$ cat src/rtl/regfile_streamer.sv
// Load/dump streaming engine for a register file: walks a wrapping index range,
// writing words from a valid/ready input or reading words out to a valid/ready output.
module regfile_streamer #(
  parameter int WIDTH = 8,
  parameter int N     = 3,
  parameter int SIZE  = 8
) (
  input  logic             clk,
  input  logic             rst_n,
  input  logic             cmdValid_i,
  output logic             cmdReady_o,
  input  logic             cmdOp_i,
  input  logic [N-1:0]     cmdBase_i,
  input  logic [N:0]       cmdLen_i,
  input  logic             inValid_i,
  output logic             inReady_o,
  input  logic [WIDTH-1:0] inData_i,
  output logic             outValid_o,
  input  logic             outReady_i,
  output logic [WIDTH-1:0] outData_o,
  output logic [N-1:0]     readReq_o,
  input  logic [WIDTH-1:0] readResp_i,
  output logic             writeEn_o,
  output logic [N-1:0]     writeIndex_o,
  output logic [WIDTH-1:0] writeData_o,
  output logic             done_o
);

  typedef enum logic [1:0] {IDLE, LOAD, DUMP, DONE} state_e;

  localparam logic [N-1:0] LAST  = N'(SIZE - 1);
  localparam logic [N-1:0] ONE_I = N'(1);
  localparam logic [N:0]   ONE_L = (N+1)'(1);

  state_e           state_q, state_d;
  logic [N-1:0]     idx_q, idx_d;
  logic [N:0]       rem_q, rem_d;
  logic [N:0]       iss_q, iss_d;
  logic [WIDTH-1:0] odata_q, odata_d;
  logic             ovld_q, ovld_d;

  logic [N-1:0] idx_nxt;
  logic         hold_free;
  logic         out_hs;

  assign idx_nxt   = (idx_q == LAST) ? '0 : idx_q + ONE_I;
  assign hold_free = !ovld_q || outReady_i;
  assign out_hs    = ovld_q && outReady_i;

  always_ff @(posedge clk) begin
    if (!rst_n) begin
      state_q <= IDLE;
      idx_q   <= '0;
      rem_q   <= '0;
      iss_q   <= '0;
      odata_q <= '0;
      ovld_q  <= 1'b0;
    end else begin
      state_q <= state_d;
      idx_q   <= idx_d;
      rem_q   <= rem_d;
      iss_q   <= iss_d;
      odata_q <= odata_d;
      ovld_q  <= ovld_d;
    end
  end

  always_comb begin
    state_d = state_q;
    idx_d   = idx_q;
    rem_d   = rem_q;
    iss_d   = iss_q;
    odata_d = odata_q;
    ovld_d  = ovld_q;
    case (state_q)
      IDLE: begin
        if (cmdValid_i) begin
          idx_d = cmdBase_i;
          rem_d = cmdLen_i;
          iss_d = cmdLen_i;
          if (cmdLen_i == '0) state_d = DONE;
          else                state_d = cmdOp_i ? DUMP : LOAD;
        end
      end
      LOAD: begin
        if (inValid_i) begin
          idx_d = idx_nxt;
          rem_d = rem_q - ONE_L;
          if (rem_q == ONE_L) state_d = DONE;
        end
      end
      DUMP: begin
        // remaining counts delivered beats, issued counts reads; the last beat
        // leaves with issued==0 so the holding register drains to empty.
        if (out_hs) begin
          rem_d = rem_q - ONE_L;
          if (rem_q == ONE_L) state_d = DONE;
        end
        if (hold_free) begin
          if (iss_q != '0) begin
            odata_d = readResp_i;
            ovld_d  = 1'b1;
            idx_d   = idx_nxt;
            iss_d   = iss_q - ONE_L;
          end else begin
            ovld_d  = 1'b0;
          end
        end
      end
      DONE:    state_d = IDLE;
      default: state_d = IDLE;
    endcase
  end

  // Reset is synchronous, so outputs are masked by rst_n to look idle during the reset cycle itself.
  assign cmdReady_o   = !rst_n || (state_q == IDLE);
  assign inReady_o    = rst_n && (state_q == LOAD);
  assign writeEn_o    = rst_n && (state_q == LOAD) && inValid_i;
  assign writeIndex_o = idx_q;
  assign writeData_o  = inData_i;
  assign readReq_o    = idx_q;
  assign outValid_o   = rst_n && ovld_q;
  assign outData_o    = rst_n ? odata_q : '0;
  assign done_o       = rst_n && (state_q == DONE);

endmodule

$ cat config.mk
export PLATFORM = sky130hd
export DESIGN_NAME = regfile_streamer
export DESIGN_NICKNAME = d
export VERILOG_FILES = /design/src/rtl/regfile_streamer.sv
export SDC_FILE = /design/constraint.sdc
export NUM_CORES = 1
export LEC_CHECK = 0
export CAP_MARGIN = 20
export CELL_PAD_IN_SITES_DETAIL_PLACEMENT = 0
export CELL_PAD_IN_SITES_GLOBAL_PLACEMENT = 2
export CORE_ASPECT_RATIO = 1.1
export CORE_UTILIZATION = 26
export CTS_CLUSTER_SIZE = 40
export DETAILED_ROUTE_END_ITERATION = 10
export PLACE_DENSITY = 0.8
export RECOVER_POWER = 50
export SETUP_SLACK_MARGIN = 0.4
export SYNTH_ARGS = -nofsm -noshare
export SYNTH_HDL_FRONTEND = slang
export SYNTH_SLANG_ARGS = --single-unit
$ cat constraint.sdc
create_clock -name clk -period 4.15 [get_ports clk]
set_input_delay 0.83 -clock clk [delete_from_list [all_inputs] [get_ports clk]]
set_output_delay 0.83 -clock clk [all_outputs]
set_load 0.005 [all_outputs]
==> reports/results.tsv <==
stage	metric	value	unit
setup_path	timing.critical_path.slowest_stage_cell	sky130_fd_sc_hd__dlygate4sd3_1	
logic_synthesis	postSynth.asyncResetShare	0	%
sta	worst_slack	804	ps
global_routing	first_pass_grt_wire_length	5380	um
layout	areaGrowthSynthToFinish	30.3	%
layout	layoutNonFillerInstCount	274	
placement	gp_congestion	0.726	
logic_synthesis	synth_edf_count	0	
setup_path	crit_required	3320	ps
route	viasPerCell	4.54	
floorplanning	floorplan.die_area	0.00596	mm^2
pwr	worst_ir_drop_vdd	0.000238	V
floorplanning	die_height	80.9	um
outcome	run_status	finished clean	
pwr	leakage_power_figure	0.000824	uW
sta	grt_setup_unrepaired	false	
global_routing	number_of_antenna_violations_at_the_first_check_in_global_routing	0	
layout	antennaDiodeCount	0	
clock_network	cts_resized	0	
placement	worst_slack_after_detailed_placement	1170	ps
setup_path	cp_cell_sequence	dlygate4sd3_1 -> clkbuf_1 -> and3_1 -> clkdlybuf4s50_1	
logic_synthesis	yosysSeqAreaShare	30.0	%
logic_synthesis	yosys.cell_types.count	36	
clock_network	clock_latency	270	ps
sta	finalHoldViolCount	0	
sta	timing_max_transition_violations_final	0	
setup_path	worst-path-buf-inv	3	
floorplanning	start_util	27.1	%
route	vias	1245	
logic_synthesis	synth_top_area_cell	sky130_fd_sc_hd__dfxtp_1	
sta	final.setup_skew	9.15	ps
setup_path	crit_path_end_kind	output port	
logic_synthesis	postSynthRegisterBits	22	
logic_synthesis	syn-instance-count	172	
logic_synthesis	synth_area_leaders	sky130_fd_sc_hd__dfxtp_1 30%, sky130_fd_sc_hd__mux2i_1 11%, sky130_fd_sc_hd__ha_1 10%, sky130_fd_sc_hd__buf_4 6.1%, sky130_fd_sc_hd__nor2_1 5.6%	
logic_synthesis	post_synth_most_frequent_cells	22 x sky130_fd_sc_hd__dfxtp_1, 22 x sky130_fd_sc_hd__nor2_1, 16 x sky130_fd_sc_hd__mux2i_1, 13 x sky130_fd_sc_hd__inv_1	
placement	place.detailed.instances	270	
floorplanning	num_io_pins	56	
global_routing	first_global_vias	1177	
logic_synthesis	syn_area	0.00147	mm^2
sta	finalWorstPathRequiredPeriod	3350	ps
floorplanning	die_x_extent	73.7	um
pwr	ratio_of_total_power_to_cell_area	572	mW/mm^2
setup_path	worst_setup_path_start_kind	input pin	
clock_network	number_of_cts_inserted_buffers	3	
logic_synthesis	yosys_most_used_dff	sky130_fd_sc_hd__dfxtp_1	
placement	port_buffers	39	
run	timing.max_cap.violations	0	
route	final_antenna_net_count	0	
setup_path	timing.rr.start	state_q[0]	
clock_network	clock_tree_buffer_depth	2	
global_routing	global_route.overflow_total	0	
route	violation_count_after_the_first_detailed_routing_iteration	32	
sta	setup-tns-final	0	ps
floorplanning	core_region_area	0.00543	mm^2
sta	timing.max_slew.rel_slack	50.6	%
setup_path	critPathArrivalTime	2520	ps
clock_network	clock_tree_from_tritoncts	done	
logic_synthesis	share_of_the_synthesized_area_in_the_top_cell_type	30.0	%
clock_network	clock-root-buffer	sky130_fd_sc_hd__clkbuf_8	
sta	max_slew.worst_pin.slew	735	ps
setup_path	cpPeakStageDelay	540	ps
floorplanning	row_count	28	
setup_path	critPathKind	input pin to output port	
setup_path	cp_max_fo	14	
clock_network	cts_max_level	1	
route	drt_first_pass_iters	4	
logic_synthesis	syn-num-nets	213	
min_path	holdCritStartpoint	iss_q[3]	
setup_path	critical_path_startpoint	rst_n	
layout	design.final.nets	241	
route	route.detailed.wl_per_inst	12.1	um
sta	period_share	80.6	%
clock_network	cts.repair_timing.setup_buffer_count	0	
logic_synthesis	syn-mean-instance-area	8.55	um^2
global_routing	grt.total_usage	11.5	%
placement	detailedPlacementHpwl	2390	um
layout	drive_gt1_share	5.03	%
min_path	worst_hold_path_type	flop to flop	
clock_network	cts_stage_hold_buffer_count	0	
sta	fmax	0.299	GHz
logic_synthesis	synth-warning-count	0	
sta	finalSetupViolCount	0	
route	post-route-drc-count	0	
setup_path	worst_path_dominant_cell_family	buffers and inverters	
route	routed_wirelength	3310	um
clock_network	worst_setup_hold_path_clk_slew	80	ps
global_routing	maximum_number_of_pins_on_one_net_before_global_route_repair	17	
clock_network	numClockSinks	22	
==> kinds of logic (layout without fill, tap and decap cells) <==
logic type	count (synthesis)	count (layout)	share of synthesized area [%]
flip-flops	22	22	30.0
AND/OR/NAND/NOR	60	60	20.5
multiplexers	16	16	10.9
buffers and inverters	31	58	11.6
adder cells (fa/ha/maj)	12	12	10.2
AO/OA/AOI/OAI	31	31	16.9
==> state kept, by name (all words and copies together) (netlist names) <==
| register | flops |
|---|---|
| iss_q | 4 |
| rem_q | 4 |
| odata_q | 8 |
| state_q | 2 |
| readReq_o | 3 |
| ovld_q | 1 |
==> cell type report <==
type / instances / area [um^2]
Fill cell: 570 / 3510
Multi-Input combinational cell: 119 / 860
Sequential cell: 22 / 440
Timing Repair Buffer: 41 / 402
Tap cell: 75 / 93.8
Inverter: 13 / 48.8
Clock buffer: 3 / 41.3
Clock inverter: 1 / 30.0
==> worst paths after layout <==
path / end / slack (ps) / cells past startpoint
setup / recovery: writeEn_o / 800 / 4
hold reg to reg: iss_q[3] / 490 / 2
setup reg to reg: readReq_o[0] / 2000 / 6
hold / removal: iss_q[3] / 490 / 2
==> per-stage QoR <==
step                area, um^2  power [uW]  hold slack, ps  utilization (%)
floorplan                 1470         749             453                -
global placement          1850         899             471             34.0
detailed placement        1850         896             479             34.0
CTS                       1920        1110             492             35.3
global route              1920        1180             522             35.3
finish                    1920        1100             488             35.3
==> worst reg2reg max path: stages (launching register included) <==
cell                       delay (ps)
sky130_fd_sc_hd__dfxtp_1          390
sky130_fd_sc_hd__inv_1            110
sky130_fd_sc_hd__ha_1             360
sky130_fd_sc_hd__and3b_1          240
sky130_fd_sc_hd__nor3_1           570
sky130_fd_sc_hd__a21oi_1          130
sky130_fd_sc_hd__a311oi_1         250
==> routing by layer <==
layer | share of wire (%) | GRT usage [%]
met5 | 0 | 0
met3 | 4.1 | 1.24
met2 | 44 | 19.0
met1 | 51 | 15.6
met4 | 1.1 | 4.04
==> power breakdown <==
group,internal [uW],total [uW],switching (uW)
Sequential,278,334,55.9
Clock,129,209,79.9
Combinational,270,552,282
Total,678,1100,417
==> layout by cell type (no fill, tap or decap), drive strengths merged <==
| cell | n |
|---|---|
| a2111oi | 1 |
| clkdlybuf4s50 | 31 |
| or4 | 1 |
| nand2b | 2 |
| inv | 13 |
| and3b | 1 |
| buf | 1 |
| nor3b | 1 |
| a21oi | 8 |
| dfxtp | 22 |
| nor2 | 22 |
| or3 | 2 |
| nand2 | 12 |
| bufinv | 1 |
| a311oi | 3 |
| or3b | 1 |
| nand3b | 1 |
| dlygate4sd3 | 8 |
| a211oi | 2 |
| o221a | 1 |
| clkbuf | 4 |
| o32ai | 4 |
| nor3 | 2 |
| and2 | 11 |
| o22ai | 4 |
| o41ai | 1 |
| and3 | 1 |
| o21ai | 3 |
| a21boi | 2 |
| nor2b | 3 |
| a2111o | 1 |
| mux2i | 16 |
| ha | 12 |
| o211a | 1 |
Power figures use the tool's default switching activity.
